File: src/rtl/lcd_rect_fill.sv
// Rectangle-fill engine for an ST7789-class SPI TFT panel: programs the CASET/RASET window,
// issues RAMWR and streams a constant colour through the {dc,byte} writer handshake.
module lcd_rect_fill #(
  parameter int unsigned H_RES    = 240,
  parameter int unsigned V_RES    = 320,
  parameter int unsigned COORD_W  = 9,
  parameter int unsigned PIX_MODE = 0,
  parameter int unsigned CNT_W    = 17
) (
  input  logic               sys_clk_50MHz,
  input  logic               sys_rst,
  input  logic               start,
  input  logic               abort,
  input  logic [COORD_W-1:0] x0,
  input  logic [COORD_W-1:0] y0,
  input  logic [COORD_W-1:0] x1,
  input  logic [COORD_W-1:0] y1,
  input  logic [23:0]        color,
  output logic [8:0]         wr_data,
  output logic               wr_en,
  input  logic               wr_done,
  output logic               busy,
  output logic               done,
  output logic               err
);

  localparam int unsigned Bpp = (PIX_MODE == 1) ? 3 : 2;

  typedef enum logic [2:0] {StIdle, StCalc, StSetup, StPixel, StFinish} state_e;

  state_e             state_q, state_d;
  logic [3:0]         sidx_q, sidx_d;
  logic [1:0]         bidx_q, bidx_d;
  logic [CNT_W-1:0]   npix_q, npix_d;
  logic               abort_q, abort_d;
  logic               err_q, err_d;
  logic               accept;
  logic [COORD_W-1:0] x0_q, y0_q, x1_q, y1_q;
  logic [23:0]        color_q;

  logic               start_ok;
  logic [COORD_W:0]   win_w, win_h;
  logic [2*COORD_W+1:0] area;
  logic [15:0]        x0_16, x1_16, y0_16, y1_16;

  assign start_ok = (x1 >= x0) && (y1 >= y0) && (32'(x1) < H_RES) && (32'(y1) < V_RES);

  assign win_w = {1'b0, x1_q} - {1'b0, x0_q} + {{COORD_W{1'b0}}, 1'b1};
  assign win_h = {1'b0, y1_q} - {1'b0, y0_q} + {{COORD_W{1'b0}}, 1'b1};
  assign area  = win_w * win_h;

  assign x0_16 = 16'(x0_q);
  assign x1_16 = 16'(x1_q);
  assign y0_16 = 16'(y0_q);
  assign y1_16 = 16'(y1_q);

  always_ff @(posedge sys_clk_50MHz) begin
    if (sys_rst) begin
      state_q <= StIdle;
      sidx_q  <= '0;
      bidx_q  <= '0;
      npix_q  <= '0;
      abort_q <= 1'b0;
      err_q   <= 1'b0;
      x0_q    <= '0;
      y0_q    <= '0;
      x1_q    <= '0;
      y1_q    <= '0;
      color_q <= '0;
    end else begin
      state_q <= state_d;
      sidx_q  <= sidx_d;
      bidx_q  <= bidx_d;
      npix_q  <= npix_d;
      abort_q <= abort_d;
      err_q   <= err_d;
      if (accept) begin
        x0_q    <= x0;
        y0_q    <= y0;
        x1_q    <= x1;
        y1_q    <= y1;
        color_q <= color;
      end
    end
  end

  always_comb begin
    state_d = state_q;
    sidx_d  = sidx_q;
    bidx_d  = bidx_q;
    npix_d  = npix_q;
    abort_d = abort_q;
    err_d   = 1'b0;
    accept  = 1'b0;
    case (state_q)
      StIdle: begin
        abort_d = 1'b0;
        if (start) begin
          if (start_ok) begin
            accept  = 1'b1;
            state_d = StCalc;
          end else begin
            err_d = 1'b1;
          end
        end
      end
      StCalc: begin
        npix_d  = CNT_W'(area);
        sidx_d  = '0;
        bidx_d  = '0;
        state_d = StSetup;
        if (abort) abort_d = 1'b1;
      end
      StSetup: begin
        if (abort) abort_d = 1'b1;
        if (wr_done) begin
          // A byte completing together with abort still counts as sent.
          if (abort_q || abort) begin
            state_d = StFinish;
          end else if (sidx_q == 4'd10) begin
            bidx_d  = '0;
            state_d = StPixel;
          end else begin
            sidx_d = sidx_q + 4'd1;
          end
        end
      end
      StPixel: begin
        if (abort) abort_d = 1'b1;
        if (wr_done) begin
          if (abort_q || abort) begin
            state_d = StFinish;
          end else if (bidx_q == 2'(Bpp - 1)) begin
            bidx_d = '0;
            if (npix_q <= CNT_W'(1)) begin
              npix_d  = '0;
              state_d = StFinish;
            end else begin
              npix_d = npix_q - CNT_W'(1);
            end
          end else begin
            bidx_d = bidx_q + 2'd1;
          end
        end
      end
      StFinish: begin
        abort_d = 1'b0;
        state_d = StIdle;
      end
      default: state_d = StIdle;
    endcase
  end

  always_comb begin
    wr_data = 9'h000;
    wr_en   = (state_q == StSetup) || (state_q == StPixel);
    busy    = (state_q == StCalc) || wr_en;
    done    = (state_q == StFinish);
    err     = err_q;
    if (state_q == StSetup) begin
      case (sidx_q)
        4'd0:    wr_data = {1'b0, 8'h2A};
        4'd1:    wr_data = {1'b1, x0_16[15:8]};
        4'd2:    wr_data = {1'b1, x0_16[7:0]};
        4'd3:    wr_data = {1'b1, x1_16[15:8]};
        4'd4:    wr_data = {1'b1, x1_16[7:0]};
        4'd5:    wr_data = {1'b0, 8'h2B};
        4'd6:    wr_data = {1'b1, y0_16[15:8]};
        4'd7:    wr_data = {1'b1, y0_16[7:0]};
        4'd8:    wr_data = {1'b1, y1_16[15:8]};
        4'd9:    wr_data = {1'b1, y1_16[7:0]};
        default: wr_data = {1'b0, 8'h2C};
      endcase
    end else if (state_q == StPixel) begin
      if (PIX_MODE == 1) begin
        case (bidx_q)
          2'd0:    wr_data = {1'b1, color_q[23:16]};
          2'd1:    wr_data = {1'b1, color_q[15:8]};
          default: wr_data = {1'b1, color_q[7:0]};
        endcase
      end else begin
        wr_data = (bidx_q == 2'd0) ? {1'b1, color_q[15:8]} : {1'b1, color_q[7:0]};
      end
    end
  end

endmodule

File: config.mk
export PLATFORM = sky130hd
export DESIGN_NAME = lcd_rect_fill
export DESIGN_NICKNAME = d
export VERILOG_FILES = /design/src/rtl/lcd_rect_fill.sv
export SDC_FILE = /design/constraint.sdc
export NUM_CORES = 1
export LEC_CHECK = 0
export BUFFER_PORTS_ARGS = -buffer_cell sky130_fd_sc_hd__buf_2
export CAP_MARGIN = 0
export CORE_MARGIN = 2
export CORE_UTILIZATION = 56
export CTS_CLUSTER_DIAMETER = 40
export DETAILED_ROUTE_END_ITERATION = 16
export GPL_TIMING_DRIVEN = 0
export PLACE_DENSITY_LB_ADDON = 0.25
export SLEW_MARGIN = 30
export SYNTH_ARGS = -nofsm -noshare
export SYNTH_HDL_FRONTEND = slang
export SYNTH_SLANG_ARGS = --single-unit
File: constraint.sdc
create_clock -name sys_clk_50MHz -period 6 [get_ports sys_clk_50MHz]
set_input_delay 1.2 -clock sys_clk_50MHz [delete_from_list [all_inputs] [get_ports sys_clk_50MHz]]
set_output_delay 1.2 -clock sys_clk_50MHz [all_outputs]
set_load 0.01 [all_outputs]
**Word level (Yosys, flattened, before mapping)**

Cells that the tools add are included.

- Add/subtract/negate cells: 7
- Multipliers: 1
- Magnitude comparators: 5
- Equality and inequality tests: 28
- Muxes and demuxes: 36
- Bitwise operators: 2
- Reductions and logical operators: 21

Operators by type and width:

| cell | count |
|---|---|
| 9-bit case mux with 10 select lines | 1 |
| 17-bit 2-to-1 mux | 4 |
| 17-bit case mux with 2 select lines | 1 |
| 3-bit 2-to-1 mux | 9 |
| 10-bit by 1-bit adder with 10-bit output (second input constant) | 2 |
| 9-bit by 9-bit subtractor with 10-bit output | 2 |
| 9-bit greater-or-equal comparator | 2 |
| 9-bit 2-to-1 mux | 2 |
| 2-bit != test (second input constant) | 9 |
| 17-bit by 1-bit less-or-equal comparator with 1-bit output (second input constant) | 1 |
| 10-bit by 10-bit multiplier with 17-bit output | 1 |
| 17-bit by 1-bit subtractor with 17-bit output (second input constant) | 1 |
| 4-bit by 3-bit equality test with 1-bit output (second input constant) | 4 |
| 4-bit equality test (second input constant) | 3 |
| 2-bit 2-to-1 mux | 6 |
| 4-bit 2-to-1 mux | 3 |
| 3-bit case mux with 4 select lines | 1 |
| 9-bit by 8-bit < comparator with 1-bit output (second input constant) | 1 |
| 9-bit < comparator (second input constant) | 1 |
| 3-bit != test (second input constant) | 3 |
| 4-bit by 2-bit equality test with 1-bit output (second input constant) | 2 |
| 8-bit 2-to-1 mux | 1 |
| 4-bit case mux with 2 select lines | 1 |
| 4-bit AND reduction | 2 |
| 24 further kinds | 37 |

- Flip-flop bits (word level): 80
- Input port bits: 65

**Longest topological paths before layout**

- Depth after elaboration: 7
- Mapped depth: 30
- Gate-level depth less buffers: 30

**Least setup slack after synthesis**

Ideal clock, no wire load.

- Path kind: flip-flop to flip-flop
- Start: register x1_q[1]
- End: register npix_q[13]
- Setup time: 0.070 ns
- Arrival: 6.471 ns
- Required time: 5.930 ns
- Path slack: -0.541 ns
- Cell stages (with the launch flop): 30
- Path through: dfxtp_1 -> inv_1 -> ha_1 -> inv_1 -> ha_1 -> inv_1 -> fa_1 -> nor2b_1 -> o31a_1 -> or4b_1 -> nand3_2 -> nand2_1 -> fa_1 -> inv_1 -> fa_1 -> inv_1 -> fa_1 -> inv_1 -> fa_1 -> inv_1 -> fa_1 -> inv_1 -> ha_1 -> or3_1 -> a211oi_1 -> o21ai_1 -> a41oi_1 -> xnor2_1 -> o211ai_1 -> a21oi_1

- Word-level cells in the longest chain between the ends: 4

Ends and longest elaborated chain:

| item | RTL line | text |
|---|---|---|
| start: declaration | 38 | `logic [COORD_W-1:0] x0_q, y0_q, x1_q, y1_q;` |
| start signal: assignment | 67 | `x1_q <= '0;` |
| start signal: assignment | 80 | `x1_q <= x1;` |
| 9-bit by 9-bit subtractor with 10-bit output | 48 | `assign win_w = {1'b0, x1_q} - {1'b0, x0_q} + {{COORD_W{1'b0}}, 1'b1};` |
| 10-bit by 1-bit adder with 10-bit output | 48 |  |
| 10-bit by 10-bit multiplier with 17-bit output | 50 | `assign area = win_w * win_h;` |
| 17-bit case mux with 2 select lines | 95 | `case (state_q)` |
| end signal: assignment | 74 | `npix_q <= npix_d;` |
| end: declaration | 34 | `logic [CNT_W-1:0] npix_q, npix_d;` |

No other way between the ends.
A chain may end at the register's enable or synchronous reset.

**Final worst setup path**

- Start: register y1_q[2]
- End: register npix_q[12]

- Word-level cells in the longest chain between the ends: 4

Ends and longest elaborated chain:

| item | RTL line | text |
|---|---|---|
| start: declaration | 38 |  |
| start signal: assignment | 81 | `y1_q <= y1;` |
| 9-bit by 9-bit subtractor with 10-bit output | 49 | `assign win_h = {1'b0, y1_q} - {1'b0, y0_q} + {{COORD_W{1'b0}}, 1'b1};` |
| 10-bit by 1-bit adder with 10-bit output | 49 |  |
| 10-bit by 10-bit multiplier with 17-bit output | 50 |  |
| 17-bit case mux with 2 select lines | 95 |  |

No other way between the ends.

==> flow_summary.toml <==
[sta]
finalCriticalPeriod_ns = 6.51
clock_skew_ns = 0.0132
fin_crit_sh_pct = 108
finalWorstSetupSlack_ns = -0.510
slew_headroom_pct = 38.3
setup_violations = 8
timing_hold_violations_final = 0
worst_pin_slew_ns = 0.923
fin_setup_tns_ns = -3.26
rsz0062_at_grt = "true"
fmax_ghz = 0.154
hold_slack_ns = 0.476
slew_viol_final = 0

[die]
rows = 44
dieWidth_um = 126
initial_core_util_pct = 57.4
die_h_um = 126
core_area_um2 = 14600
ios = 78
dieArea_um2 = 15900

[clocking]
htreeDepth = 3
cts_tree = "done"
numCtsBuffers = 9
insertion_delay_ns = 0.35
cts_max_path_buffers = 2
cts_sinks = 80
cts-root-buf = "clkbuf_16"
clk_pin_slew_ns = 0.07

[finish]
seq_area_um2 = 1620
final_cells = 1313
final_layout_size_suffix_gt1_share_pct = 19.2
nFillCells = 1143
antenna_cells = 0
fin_area_um2 = 10100
nets = 1350
multi_input_area_um2 = 6650
final_util_pct = 69.0
area_delta_synth_final_pct = 20.2

[placed_design]
gp_congestion = 0.923
placement.io_buffers = 68
dp_hpwl_um = 17200
placedInstanceArea_um2 = 9090
dpl.cell_count = 1264

[detailed_routing]
met2_length_um = 10700
wirelength_um = 22900
wl_per_cell_um = 17.4
vias = 7598
dr.pass1.iters = 6
drt_iter0_drc = 711
top_layer = "met4"
wl_met1_um = 10300
route.met3.wl_um = 1530
drc_errors = 0
viasPerCell = 5.79
ant_nets = 0

[setup_path]
worstPathArrival_ns = 6.78
path_depth = 21
worstPathRequired_ns = 6.27
cp_num_buf_inv = 2
crit_family = "adder cells"
crit_fanout = 5
r2r_cells = 21
start_kind = "flop"
worstPathCellList = "ha_4 -> ha_1 -> a21o_1 -> a311o_1 -> o41ai_4 -> xor2_4 -> buf_4 -> nor2_1 -> fa_1 -> fa_1 -> fa_1 -> fa_1 -> ha_1 -> ha_1 -> a211oi_1 -> a21oi_4 -> buf_6 -> xnor2_2 -> o22ai_1 -> nand2_1 -> a21oi_1"
critPathMaxStageDelay_ns = 0.54
slowest_stage = "fa_1"
setup.worst_path.class = "flop to flop"
path_common_cell = "fa_1"
endpoint_kind = "flop"

[logic_synthesis]
synth_ff_type = "dfxtp_1"
async_flop_share_pct = 0
yosysTopAreaCellShare_pct = 19.1
synthTopCellsByArea = "dfxtp_1 19%, fa_1 15%, ha_1 15%, mux2i_1 7.4%, nor2_1 6.7%"
synth-seq-cells = 80
synth_edf_count = 0
yosysWarnings = 0
synth_common_cells = "149 x nor2_1, 133 x inv_1, 99 x ha_1"
synth_nets = 1238
synthesis.area_um2 = 8370
ys_types = 64
syn_inst = 1012
synth.avg_cell_area_um2 = 8.27
seq_area_frac_synth_pct = 19.1
synth_top_area_cell = "dfxtp_1"
synth_most_common_cell = "nor2_1"

[min_path]
min_path_cells = 2
hp-class = "flop to flop"

[grt]
grt_max_degree = 16
overflow = 0
grt_pass1_vias = 7423
grt_usage_pct = 28.8
grt_pass1_wl_um = 37300
antenna_found_initial = 0

[status]
status = "finished, violations left"
violations = "setup timing"

[job]
maxCapViolCount = 0

[power_and_ir_drop]
powerDensity_nw_per_um2 = 159
peakVddDrop_v = 0.000169
p_leak_nw = 4.57
==> logic make-up after synthesis <==
kind of cell | share of synthesized area [%]
AO/OA/AOI/OAI | 15.0
XOR/XNOR | 3.91
adder cells (fa/ha/maj) | 29.6
buffers and inverters | 7.77
flip-flops | 19.1
multiplexers | 7.68
AND/OR/NAND/NOR | 16.9
==> flip-flops by register name (all words and copies together), names as in the netlist, 3 cells and up <==
register and flops:
x0_q 9, x1_q 9, y1_q 9, color_q 16
npix_q 17, sidx_q 4, state_q 3, y0_q 9
==> timing repair <==
item	4_1_cts	5_1_grt
hold buffers	0	0
pin swaps	38	16
gates resized for setup	55	22
endpoints found under the setup margin	11	10
hold endpoints to repair	0	0
gates cloned	0	0
buffers inserted	26	7
==> cell type report <==
class	count	area share [%]
repair buffers	101	5.88
clock buffers	9	2.24
inverters	135	5.03
multi-input cells	761	66.0
well taps	184	2.29
plain buffers	36	1.43
flip-flops and latches	80	16.1
clock inverters	7	1.02
==> per-layer routing <==
layer  GRT usage [%]  up-vias
li1                -     3655
met1            40.3     3636
met2            47.2      268
met3            4.42       39
met4            6.79        0
met5               0        -
==> stage by stage <==
step | power (mW) | setup slack, ns
finish | 1.60 | -0.510
global placement | 0.924 | -0.652
floorplan | 0.816 | -0.168
global route | 1.67 | -0.734
detailed placement | 0.929 | -0.724
CTS | 1.58 | -0.424
==> cell usage in the layout, fill, tap and decap left out, types with 5 or more instances in the layout <==
| cell type | instances |
|---|---|
| a221oi_1 | 6 |
| nand2b_1 | 17 |
| xnor2_2 | 5 |
| ha_1 | 83 |
| nor2_1 | 147 |
| a211oi_1 | 13 |
| a21oi_1 | 43 |
| a21oi_2 | 5 |
| o21ai_1 | 17 |
| inv_2 | 10 |
| buf_4 | 32 |
| ha_4 | 14 |
| a21o_1 | 13 |
| dfxtp_2 | 10 |
| a31oi_1 | 5 |
| o21a_1 | 8 |
| nand3_1 | 12 |
| inv_1 | 125 |
| clkbuf_1 | 29 |
| clkbuf_16 | 9 |
| mux2i_1 | 62 |
| nor4_1 | 8 |
| o22ai_1 | 11 |
| buf_2 | 75 |
| xnor2_1 | 14 |
| nand2_1 | 50 |
| fa_1 | 59 |
| nor3_1 | 24 |
| nor2b_1 | 8 |
| and2_1 | 6 |
| a22oi_1 | 7 |
| xor2_1 | 7 |
| o21ai_0 | 18 |
| dfxtp_1 | 69 |
==> where the power goes <==
part	switching, mW	total (mW)	internal [mW]
logic	0.261	0.445	0.184
clock network	0.241	0.611	0.370
registers	0.00675	0.545	0.538
==> worst min-delay path, cell delays in order, from the launching register on <==
cell,delay [ns]
dfxtp_1,0.30
o21ai_1,0.07
a21oi_1,0.06
==> worst paths after layout <==
| kind | from | end | slack [ns] |
|---|---|---|---|
| setup reg to reg | y1_q[2]$_SDFFE_PP0P_ | npix_q[12]$_SDFFE_PP0P_ | -0.51 |
| hold reg to reg | npix_q[12]$_SDFFE_PP0P_ | npix_q[12]$_SDFFE_PP0P_ | 0.48 |
| hold / removal | npix_q[12]$_SDFFE_PP0P_ | npix_q[12]$_SDFFE_PP0P_ | 0.48 |
| setup / recovery | y1_q[2]$_SDFFE_PP0P_ | npix_q[12]$_SDFFE_PP0P_ | -0.51 |
Note: power is estimated with default switching activity, not from simulation.
